<file path="src/rtl/haz_pkg.sv">
// Shared types and helpers for the hazard/forwarding unit: scoreboard entry
// layout, register-file select code and per-producer ready stage.
package haz_pkg;

  localparam int FWD_RF = 0;

  // Widest register address the scoreboard entry can hold.
  localparam int SB_RD_W = 8;

  typedef struct packed {
    logic               valid;
    logic [SB_RD_W-1:0] rd;
    logic               is_load;
  } sb_entry_t;

  // Age at which a producer's result becomes forwardable.
  function automatic int unsigned ready_stage(input logic is_load, input int unsigned load_lat);
    return is_load ? 32'd2 + load_lat : 32'd2;
  endfunction

endpackage

</file>
<file path="src/rtl/haz_match.sv">
// Compares one source register against scoreboard ages MIN_AGE..DEPTH and
// reports the youngest valid matching producer.
module haz_match
  import haz_pkg::*;
#(
  parameter int REG_AW  = 5,
  parameter int DEPTH   = 3,
  parameter int MIN_AGE = 1,
  parameter int SEL_W   = 2
) (
  input  logic                  src_used,
  input  logic [REG_AW-1:0]     src,
  input  sb_entry_t [DEPTH:1]   sb,
  output logic                  hit,
  output logic [SEL_W-1:0]      age,
  output logic                  is_load
);

  // Scan oldest to youngest so the youngest writer overrides older ones.
  always_comb begin
    hit     = 1'b0;
    age     = '0;
    is_load = 1'b0;
    for (int a = DEPTH; a >= MIN_AGE; a--) begin
      if (src_used && (src != '0) && sb[a].valid && (sb[a].rd == SB_RD_W'(src))) begin
        hit     = 1'b1;
        age     = SEL_W'(a);
        is_load = sb[a].is_load;
      end
    end
  end

endmodule

</file>
<file path="src/rtl/hazard_fwd_unit.sv">
// Scoreboard-based forwarding and load-use hazard unit for a parametrised pipeline.
// Optional performance counters are enabled with `define HAZ_PERF_CNT_EN.
module hazard_fwd_unit
  import haz_pkg::*;
#(
  parameter int          REG_AW   = 5,
  parameter int          NUM_SRC  = 2,
  parameter int          DEPTH    = 3,
  parameter int unsigned LOAD_LAT = 1,
  parameter int          SEL_W    = $clog2(DEPTH+1)
) (
  input  logic                        clk_i,
  input  logic                        rst_n_i,
  input  logic                        id_valid_i,
  input  logic [NUM_SRC*REG_AW-1:0]   id_src_i,
  input  logic [NUM_SRC-1:0]          id_src_used_i,
  input  logic [REG_AW-1:0]           id_rd_i,
  input  logic                        id_regwrite_i,
  input  logic                        id_memread_i,
  input  logic                        flush_i,
  output logic                        stall_o,
  output logic                        pc_write_o,
  output logic                        if_id_write_o,
  output logic [NUM_SRC*SEL_W-1:0]    fwd_sel_o
`ifdef HAZ_PERF_CNT_EN
  ,
  output logic [31:0]                 stall_cnt_o,
  output logic [31:0]                 fwd_cnt_o
`endif
);

  sb_entry_t [DEPTH:1]              sb;
  logic [NUM_SRC-1:0][REG_AW-1:0]   ex_src;
  logic [NUM_SRC-1:0]               ex_used;

  logic [NUM_SRC-1:0]               id_hit, id_load, id_haz;
  logic [NUM_SRC-1:0][SEL_W-1:0]    id_age;
  logic [NUM_SRC-1:0]               ex_hit, ex_load;
  logic [NUM_SRC-1:0][SEL_W-1:0]    ex_age;
  logic [NUM_SRC-1:0][SEL_W-1:0]    fwd_sel;
  logic                             issue;

  for (genvar s = 0; s < NUM_SRC; s++) begin : g_src
    haz_match #(.REG_AW(REG_AW), .DEPTH(DEPTH), .MIN_AGE(1), .SEL_W(SEL_W)) u_id_match (
      .src_used (id_src_used_i[s]),
      .src      (id_src_i[s*REG_AW +: REG_AW]),
      .sb       (sb),
      .hit      (id_hit[s]),
      .age      (id_age[s]),
      .is_load  (id_load[s])
    );

    // Age 1 is the EX instruction itself, so forwarding looks from age 2.
    haz_match #(.REG_AW(REG_AW), .DEPTH(DEPTH), .MIN_AGE(2), .SEL_W(SEL_W)) u_ex_match (
      .src_used (ex_used[s]),
      .src      (ex_src[s]),
      .sb       (sb),
      .hit      (ex_hit[s]),
      .age      (ex_age[s]),
      .is_load  (ex_load[s])
    );

    // The producer will be one stage older when this instruction reaches EX.
    assign id_haz[s]  = id_hit[s] &&
                        ((32'(id_age[s]) + 32'd1) < ready_stage(id_load[s], LOAD_LAT));
    assign fwd_sel[s] = (ex_hit[s] && (32'(ex_age[s]) >= ready_stage(ex_load[s], LOAD_LAT)))
                        ? ex_age[s] : SEL_W'(FWD_RF);

`ifndef SYNTHESIS
    a_fwd_ready: assert property (@(posedge clk_i) disable iff (!rst_n_i)
      !(ex_hit[s] && (32'(ex_age[s]) < ready_stage(ex_load[s], LOAD_LAT))));
`endif
  end

  assign stall_o       = id_valid_i && !flush_i && (|id_haz);
  assign pc_write_o    = !stall_o;
  assign if_id_write_o = !stall_o;
  assign fwd_sel_o     = fwd_sel;
  assign issue         = id_valid_i && !stall_o && !flush_i;

  // ID -> EX issue and scoreboard ageing
  always_ff @(posedge clk_i or negedge rst_n_i) begin
    if (!rst_n_i) begin
      sb      <= '0;
      ex_src  <= '0;
      ex_used <= '0;
    end else begin
      for (int a = DEPTH; a >= 2; a--) begin
        sb[a] <= sb[a-1];
      end
      sb[1].valid   <= issue && id_regwrite_i && (id_rd_i != '0);
      sb[1].rd      <= SB_RD_W'(id_rd_i);
      sb[1].is_load <= issue && id_memread_i;
      ex_src        <= id_src_i;
      ex_used       <= issue ? id_src_used_i : '0;
    end
  end

`ifdef HAZ_PERF_CNT_EN
  always_ff @(posedge clk_i or negedge rst_n_i) begin
    if (!rst_n_i) begin
      stall_cnt_o <= '0;
      fwd_cnt_o   <= '0;
    end else begin
      if (stall_o && (stall_cnt_o != '1)) stall_cnt_o <= stall_cnt_o + 32'd1;
      if ((|fwd_sel) && (fwd_cnt_o != '1)) fwd_cnt_o <= fwd_cnt_o + 32'd1;
    end
  end
`endif

endmodule

</file>
<file path="config.mk">
export PLATFORM = sky130hd
export DESIGN_NAME = hazard_fwd_unit
export DESIGN_NICKNAME = d
export VERILOG_FILES = /design/src/rtl/haz_pkg.sv /design/src/rtl/haz_match.sv /design/src/rtl/hazard_fwd_unit.sv
export SDC_FILE = /design/constraint.sdc
export NUM_CORES = 1
export LEC_CHECK = 0
export CORE_ASPECT_RATIO = 0.75
export CORE_UTILIZATION = 52
export DETAILED_ROUTE_END_ITERATION = 12
export GPL_TIMING_DRIVEN = 0
export PLACE_DENSITY = 0.79
export SLEW_MARGIN = 0
export SYNTH_ARGS = -nofsm -noshare
export SYNTH_HDL_FRONTEND = slang
export SYNTH_SLANG_ARGS = --single-unit
</file>
<file path="constraint.sdc">
create_clock -name clk_i -period 4.1 [get_ports clk_i]
set_input_delay 0.82 -clock clk_i [delete_from_list [all_inputs] [get_ports clk_i]]
set_output_delay 0.82 -clock clk_i [all_outputs]
set_load 0.05 [all_outputs]
</file>
### Word level (Yosys, flattened, before mapping)

Index checks and enable logic that the tools add are counted.

| operators by class | value |
|---|---|
| equality and inequality tests | 10 |
| order comparisons | 4 |
| muxes and demuxes | 37 |
| $add $sub $neg | 2 |
| reduce and logical (&&, ||, !) cells | 43 |

Operator list:

| operator | number |
|---|---|
| == test 5 bit | 10 |
| logical AND 1 bit | 35 |
| 2-to-1 mux 2 bit | 13 |
| nonzero test 5 bit | 5 |
| 2-to-1 mux 1 bit | 24 |
| adder 2 x 1 -> 3 bit, second input constant | 2 |
| less-than comparator 3 x 2 -> 1 bit | 2 |
| >= comparator 2 bit | 2 |
| zero test 1 bit | 2 |
| OR reduction 2 bit | 1 |

| storage, ports and cells | value |
|---|---|
| word-level logic and storage cells | 108 |
| output and inout bits | 7 |
| flip-flop bits (word level) | 33 |
| bits of input ports | 23 |

### Logic depth before layout (Yosys ltp)

Gate-level depths: netlist (run 1).

| depth | value |
|---|---|
| depth in word-level cells | 17 |
| gate-level depth with buffers | 12 |
| gate-level depth less buffers | 10 |

### Cells and area by module

From an unflattened synthesis (run 1), not the netlist that was laid out.

| second synthesis, totals | value |
|---|---|
| cells, all modules | 184 |
| area, all modules | 2026.9 um^2 |

By module, submodules not included:

| module | cells each | seq. area each (um^2) | area each (um^2) | times used |
|---|---|---|---|---|
| hazard_fwd_unit | 62 | 825.8 | 1023.5 | 1 |
| haz_match (g_src[0].u_id_match ...) | 36 | 0.0 | 276.5 | 2 |
| haz_match (g_src[0].u_ex_match ...) | 25 | 0.0 | 225.2 | 2 |

### Worst setup path before layout (run 1)

OpenSTA, ideal clock, no wires.

| timing | value |
|---|---|
| kind | input -> output |
| start | input port id_src_i[1] |
| end | output port pc_write_o |
| cell stages on the path | 10 |
| arrival time | 3325 ps |
| buffers on the path | 1 |
| setup slack | -45 ps |
| data required time | 3280 ps |
| cells stage by stage | or4_4 o21ai_4 nor3_1 nor2_1 nor2_1 ha_1 a31o_2 o32ai_2 nand2_1 buf_4 |

| between the ends | value |
|---|---|
| longest elaborated chain between the ends | 13 |
| elaborated cells on any way between the ends | 27 |
| classes of those cells | 1 x add/sub; 1 x order compare; 3 x eq/ne; 10 x mux; 12 x reduce/logical |

RTL lines:

| what | line | source |
|---|---|---|
| start: declaration | hazard_fwd_unit.sv:15 | `input logic [NUM_SRC*REG_AW-1:0] id_src_i,` |
| nonzero test 5 bit | haz_match.sv:25 | `if (src_used && (src != '0) && sb[a].valid && (sb[a].rd == SB_RD_W'(src))) begin` |
| logical AND 1 bit (3 in a row) | haz_match.sv:25 |  |
| 2-to-1 mux 2 bit / 2-to-1 mux 1 bit (equally long branches) (3 in a row) | haz_match.sv:25 |  |
| adder 2 x 1 -> 3 bit / 2-to-1 mux 1 bit (equally long branches) | hazard_fwd_unit.sv:65, haz_pkg.sv:18 |  |
| less-than comparator 3 x 2 -> 1 bit | hazard_fwd_unit.sv:65 | `((32'(id_age[s]) + 32'd1) < ready_stage(id_load[s], LOAD_LAT));` |
| logical AND 1 bit (*) | hazard_fwd_unit.sv:64 | `assign id_haz[s] = id_hit[s] &&` |
| OR reduction 2 bit (*) | hazard_fwd_unit.sv:75 | `assign stall_o = id_valid_i && !flush_i && (\|id_haz);` |
| logical AND 1 bit (*) | hazard_fwd_unit.sv:75 |  |
| zero test 1 bit (*) | - |  |
| end: declaration | hazard_fwd_unit.sv:22 | `output logic pc_write_o,` |

Mark *: on every way between the ends. The rest lies on a longest branch, timed or not.

### Final worst setup path (run 1)

| timing | value |
|---|---|
| start | input port id_src_used_i[0] |
| end | output port pc_write_o |

| between the ends | value |
|---|---|
| longest elaborated chain between the ends | 12 |
| elaborated cells on any way between the ends | 23 |
| classes of those cells | 1 x add/sub; 1 x order compare; 10 x mux; 11 x reduce/logical |

RTL lines:

| what | line | source |
|---|---|---|
| start: declaration | hazard_fwd_unit.sv:16 | `input logic [NUM_SRC-1:0] id_src_used_i,` |
| logical AND 1 bit (*) | haz_match.sv:25 |  |
| logical AND 1 bit (2 in a row) | haz_match.sv:25 |  |
| 2-to-1 mux 2 bit / 2-to-1 mux 1 bit (equally long branches) (3 in a row) | haz_match.sv:25 |  |
| adder 2 x 1 -> 3 bit / 2-to-1 mux 1 bit (equally long branches) | hazard_fwd_unit.sv:65, haz_pkg.sv:18 |  |
| less-than comparator 3 x 2 -> 1 bit | hazard_fwd_unit.sv:65 |  |
| logical AND 1 bit (*) | hazard_fwd_unit.sv:64 |  |
| OR reduction 2 bit (*) | hazard_fwd_unit.sv:75 |  |
| logical AND 1 bit (*) | hazard_fwd_unit.sv:75 |  |
| zero test 1 bit (*) | hazard_fwd_unit.sv:76 | `assign pc_write_o = !stall_o;` |

Marks and branches as above.

==> out/summary.txt, run 1 <==
Die H: 52.1 µm
Global-route wire length before repair: 6780 µm
Unrepaired setup endpoints after global routing: yes
Port Buffers: 29
Final core utilization: 77.0%
Area contributors post-synth: dfrtp_1 47%, xnor2_1 19%, xor2_1 6.0%
Remaining antenna violation count after routing: 0
Final Hold Fails: 0
Routed wire per std cell: 18.8 µm
Total CTS buffers: 5
Largest family of logic cells by synthesized area: XOR/XNOR gates
CTS max path bufs: 2
Critical Path RT: 3.28 ns
Area Growth Syn to Fin: 35.6%
1st-iter DRT viols: 38
Synthesis Warnings: 0
CP max-delay cell: clkdlybuf4s50_1
Tmin final: 4.22 ns
Vias: 1449
Hpwl dp: 2940 µm
Skew final: 0.00474 ns
DIE AREA: 0.00358 mm²
CP Capture Type: output pin
Overall power: 715 µW
Area share of the largest cell type after synthesis: 47.5%
Worst hold path type: reg -> reg
Routed wire length: 4670 µm
CTS tree: yes
Clk slew on worst S/H paths: 0.06 ns
CP max FO: 4
Hold Slack: 0.367 ns
Async set-reset flop share out of synthesis: 100%
Final setup viols: 3
Vias in the first global route: 1433
CP max stage delay: 0.56 ns
Max VDD drop: 0.000199 V
Seq pwr share: 50.3%
Power per cell area: 303 mW/mm²
Int Power: 532 µW
Die X-Extent: 68.8 µm
Clock Sinks: 33
Net Sw Power: 182 µW
Comb pwr share: 17.0%
Post-synth top area cell: dfrtp_1
Fillers: 182
CTS root buf: clkbuf_8
Crit path arrival time: 3.40 ns
Synth Area in XOR/XNOR: 25.2%
Period Utilization, post-route: 103%
Post-DR vias/cell: 5.84
Worst slew margin: 54.7%
EDFF count, synth: 0
Initial core utilization: 56.8%
Syn Nets: 186
Mapped Cells: 161
CTS H-tree depth: 2
Primary FF master, synth: dfrtp_1
#FFs+latches synth: 33
Row cnt: 17
Initial antenna violation count: 0
Crit Path Class: in -> out
Proportion of synthesized area in mux cells: 0%
Tot GR Track Use: 28.3%
Post-layout instance area: 0.00236 mm²
Grt total ovfl: 0
Failing checks: setup timing
CP Launch Type: input pin
Post-Syn Area: 0.00174 mm²
I/O pin total: 30
Adder-cell area share of the yosys netlist: 1.44%
Clock Power Share: 32.7%
Gpl congestion: 0.959
Crit-path cells: clkdlybuf4s50_1, o21ai_4, or3_4, o22ai_1, ha_1, a31o_4, o32ai_4, nand2_2, buf_6, buf_8
Max Cap Viol: 0
Area of the core: 0.00306 mm²
Yosys cell types: 32
Post-synthesis simple-gate area fraction: 15.1%
Final Max Tran Viols: 0
Seq/Total Area, Yosys: 47.5%
Worst-Skew Late Latency: 0.27 ns
Leakage: 0.000957 µW
Final net count: 235
Status: finished with violations
DRC Markers: 0
Sw Ratio: 25.5%
Syn_area_per_cell: 10.8 µm²
Layout cells sized above 1: 24.3%
Ant diodes: 0
Pin count of the biggest net entering global routing: 34
Placed inst area: 0.00208 mm²
DRT Pass-1 Iters: 4
Final setup margin: -0.118 ns
DP Worst Slack: -1.19 ns
Worst-Margin Slew: 0.680 ns
Synth Area in Compound Gates: 8.20%
F_max: 0.237 GHz
## sequential cells by signal, summed over array words and instances, names as in the netlist
name / cells
ex_src: 10
ex_used: 2
sb: 21
## timing repair
action                                  CTS  global route
resized for setup                        62            27
endpoints found under the setup margin    3             3
hold buffers                              0             0
pin swaps                                 8            15
setup buffers                             6             7
## layout make-up
| type | count | area (µm²) | area share, % |
|---|---|---|---|
| Multi-Input combinational cell | 117 | 993 | 42.1 |
| Sequential cell | 33 | 826 | 35.0 |
| Timing Repair Buffer | 42 | 357 | 15.1 |
| Clock buffer | 7 | 86.3 | 3.66 |
| Tap cell | 38 | 47.5 | 2.02 |
| Buffer | 6 | 30.0 | 1.27 |
| Inverter | 5 | 18.8 | 0.796 |
## layer usage
layer | vias up | global-route usage (%) | share of wire, %
met4 | 0 | 13.3 | 2.4
met2 | 70 | 48.2 | 51
li1 | 658 | - | -
met5 | - | 0 | 0
met1 | 709 | 33.1 | 41
met3 | 12 | 7.46 | 6.2
## through the flow
| stage | TNS [ns] | instances |
|---|---|---|
| after CTS | 0 | 241 |
| final | -0.286 | 248 |
| after global routing | -0.600 | 248 |
| after global placement | -3.05 | 228 |
| after detailed placement | -3.32 | 228 |
| after floorplan | 0 | 161 |
## critical path: cells and delay by family
kind | cells | cell delay (ns)
AO/OA/AOI/OAI | 4 | 0.95
AND/OR/NAND/NOR | 2 | 0.49
adder cells (fa/ha/maj) | 1 | 0.29
buffers and inverters | 3 | 0.84
## final timing paths
kind,startpoint,to,slack [ns],cells past startpoint
max,id_src_used_i[0],pc_write_o,-0.12,10
max in group asynchronous,rst_n_i,ex_src[5],3.08,1
max reg2reg,sb[12],sb[9],1.27,11
min,sb[14],sb[24],0.37,0
min in group asynchronous,rst_n_i,sb[5],0.58,1
min reg2reg,sb[14],sb[24],0.37,0
## placed cells by master, fill, tap and decap left out, types with 4 or more instances in the layout
| master | Yosys | routed |
|---|---|---|
| nor3_1 | 8 | 5 |
| buf_2 | 0 | 6 |
| nand2_1 | 10 | 9 |
| nor2_1 | 8 | 8 |
| clkdlybuf4s50_1 | 0 | 15 |
| clkbuf_8 | 0 | 6 |
| buf_6 | 0 | 4 |
| dfrtp_1 | 33 | 33 |
| xnor2_1 | 38 | 38 |
| inv_1 | 5 | 5 |
| nor3_4 | 0 | 4 |
| xor2_1 | 12 | 12 |
| buf_4 | 1 | 13 |
| clkbuf_1 | 5 | 6 |
| nand4_1 | 8 | 8 |
## cells by family (layout without fill, tap and decap cells)
group                    count (synthesis)  count (layout)
AO/OA/AOI/OAI                           16              16
XOR/XNOR                                50              50
adder cells (fa/ha/maj)                  2               2
buffers and inverters                   11              60
flip-flops                              33              33
AND/OR/NAND/NOR                         49              49
## cell usage after synthesis (2+ instances only)
cell	instances
dfrtp_1	33
inv_1	5
a21o_1	2
xor2_1	12
clkbuf_1	5
nor4_1	4
or4_1	4
nand4_1	8
nand2_1	10
o21ai_0	2
ha_1	2
nor3_1	8
xnor2_1	38
nor2_1	8
a31o_2	2
nand3_1	2
## power by group through the flow
stage	clock network (µW)	logic (µW)	registers [µW]
after floorplan	0	56.9	360
after global placement	0	99.8	364
after detailed placement	0	103	365
after CTS	235	110	359
after global routing	250	130	361
final	234	122	360
Note: power is estimated with default switching activity, not from simulation.
==> run 2, diff against run 1 <==
GPL_TIMING_DRIVEN = unset   (was 0)
SETUP_SLACK_MARGIN = 0.02   (was unset)
SLEW_MARGIN = unset   (was 0)
==> run 2 against run 1 <==
Against the previous run: the run still ends with setup timing left; via count up 13%; flip-flop and latch count is the same; critical path depth is 3 higher; sequential share of layout area is 3.6 points lower; final cell count is 5.2% higher; highest routed layer unchanged.
==> out/summary.txt, run 2 (same netlist as run 1, synthesis figures left out) <==
Net Sw Power: 209 µW (+14%)
Die H: 52.1 µm (unchanged)
CTS max path bufs: 2 (unchanged)
DIE AREA: 0.00358 mm² (unchanged)
Worst slew margin: 53.7% (-0.98 points)
Vias: 1635 (+13%)
Hpwl dp: 3230 µm (+10%)
Hold Slack: 0.384 ns (+0.0171 ns)
Period Utilization, post-route: 103% (-0.19 points)
Routed wire per std cell: 22.7 µm (+21%)
Worst-Skew Late Latency: 0.29 ns (+0.02 ns)
Post-DR vias/cell: 6.26 (+7.2%)
Top flop regs: sb (21), ex_src (10), ex_used (2)
Final Max Tran Viols: 0 (unchanged)
Final Hold Fails: 0 (unchanged)
Final setup margin: -0.110 ns (+0.00795 ns)
Final setup viols: 3 (unchanged)
Clock Power Share: 33.0% (+0.3 points)
Power per cell area: 286 mW/mm² (-5.7%)
Crit Path Class: in -> out
Layout cells sized above 1: 33.6% (+9.3 points)
Port Buffers: 29 (unchanged)
Max VDD drop: 0.000248 V (+25%)
Area of the multi-input gates: 0.00110 mm² (+11%)
CTS root buf: clkbuf_8
Gpl congestion: 0.901 (-6.0%)
Fillers: 135 (-26%)
Pin count of the biggest net entering global routing: 34 (unchanged)
Row cnt: 17 (unchanged)
CTS tree: yes
CP Capture Type: output pin
Clk slew on worst S/H paths: 0.06 ns (about the same)
Overall power: 752 µW (+5.2%)
CP max FO: 4 (unchanged)
Clock Sinks: 33 (unchanged)
Initial antenna violation count: 0 (unchanged)
Skew final: 0.00739 ns (+0.00264 ns)
Routed wire length: 5940 µm (+27%)
Worst-Margin Slew: 0.693 ns (+0.0133 ns)
Crit path arrival time: 3.39 ns (about the same)
Commonest non-fill, non-tap cells in the layout: 33 x xnor2_1, 33 x dfrtp_1, 28 x buf_4, 15 x clkdlybuf4s50_1, 12 x xor2_1
Tmin final: 4.21 ns (-0.00795 ns)
Largest Register: sb
Sw Ratio: 27.8% (+2.2 points)
Comb pwr share: 18.4% (+1.4 points)
Vias in the first global route: 1549 (+8.1%)
Ant diodes: 0 (unchanged)
Area of the core: 0.00306 mm² (unchanged)
Global-route wire length before repair: 7430 µm (+9.6%)
Remaining antenna violation count after routing: 0 (unchanged)
Worst hold path type: reg -> reg
Area Growth Syn to Fin: 51.3%
Final net count: 248 (+5.5%)
Critical Path RT: 3.28 ns (about the same)
Status: finished with violations
Leakage: 0.00110 µW (+15%)
DP Worst Slack: -0.255 ns (+0.934 ns)
Failing checks: setup timing
DRC Markers: 0 (unchanged)
F_max: 0.238 GHz (+0.19%)
Max Cap Viol: 0 (unchanged)
DRT Pass-1 Iters: 5 (+1)
Grt total ovfl: 0 (unchanged)
CP Launch Type: input pin
Max reg flops: 21 (unchanged)
Tot GR Track Use: 31.5% (+3.2 points)
Initial core utilization: 56.8% (unchanged)
Total CTS buffers: 5 (unchanged)
1st-iter DRT viols: 102 (+170%)
Int Power: 543 µW (+2.0%)
Setup_tns: -0.304 ns (-0.0179 ns)
Seq pwr share: 48.7% (-1.6 points)
I/O pin total: 30 (unchanged)
CTS H-tree depth: 2 (unchanged)
Register area: 826 µm² (unchanged)
Die X-Extent: 68.8 µm (unchanged)
==> run 2: layout make-up <==
cell class | count | share of cell area, %
Clock buffer | 7 | 3.28
Tap cell | 38 | 1.81
Timing Repair Buffer | 61 | 21.0
Multi-Input combinational cell | 117 | 41.8
Inverter | 5 | 0.713
Sequential cell | 33 | 31.4
==> run 2: final timing paths <==
path	start	endpoint	slack (ns)	cells after the start
worst min register to register	sb[0]	sb[10]	0.38	0
worst min-delay path	sb[0]	sb[10]	0.38	0
worst max register to register	sb[12]	ex_used[0]	1.40	12
min in group asynchronous	rst_n_i	sb[5]	0.94	2
max in group asynchronous	rst_n_i	sb[25]	2.85	2
worst max-delay path	id_src_i[7]	pc_write_o	-0.11	13
==> run 2: power by group through the flow <==
| stage | combinational [µW] | sequential, µW | clock (µW) |
|---|---|---|---|
| after floorplan | 56.9 | 360 | 0 |
| after global placement | 106 | 369 | 0 |
| after detailed placement | 110 | 370 | 0 |
| after CTS | 119 | 364 | 247 |
| after global routing | 144 | 367 | 260 |
| final | 138 | 366 | 248 |
==> run 2: repair_timing <==
item                       in CTS  in global routing
resized for setup              48                 23
buffers inserted                5                  4
hold buffers                    0                  0
setup endpoints to repair       3                  3
pin swaps                      19                 17
==> run 2: metrics by stage <==
step / utilization, % / cell area, µm² / instances
CTS: 81.5 / 2500 / 258
global route: 85.9 / 2630 / 261
floorplan: - / 1740 / 161
detailed placement: 73.1 / 2240 / 246
global placement: 73.1 / 2240 / 246
finish: 85.9 / 2630 / 261
==> run 2: layer usage <==
metal  global-route usage (%)  share of wire [%]  vias up
met1                     37.0                 36      767
met5                        0                  0        -
met2                     51.8                 45      149
met4                     12.9                7.2        0
li1                         -                  -      678
met3                     11.6                 11       41
==> run 2: worst max-delay path: stages <==
cell and delay, ns:
dlygate4sd2_1 0.27, or4_4 0.51, o21ai_4 0.29, nor3_4 0.08, nor2_1 0.16, nor2_1 0.11, ha_4 0.31, o41ai_2 0.08
o32ai_2 0.19, o32ai_4 0.16, buf_4 0.17, nand2_4 0.07, buf_8 0.15
==> run 3, diff against run 2 <==
SLEW_MARGIN = 10   (was unset)
==> results of run 3 <==
The final DEF is identical to that of run 2; final timing and power are the same.
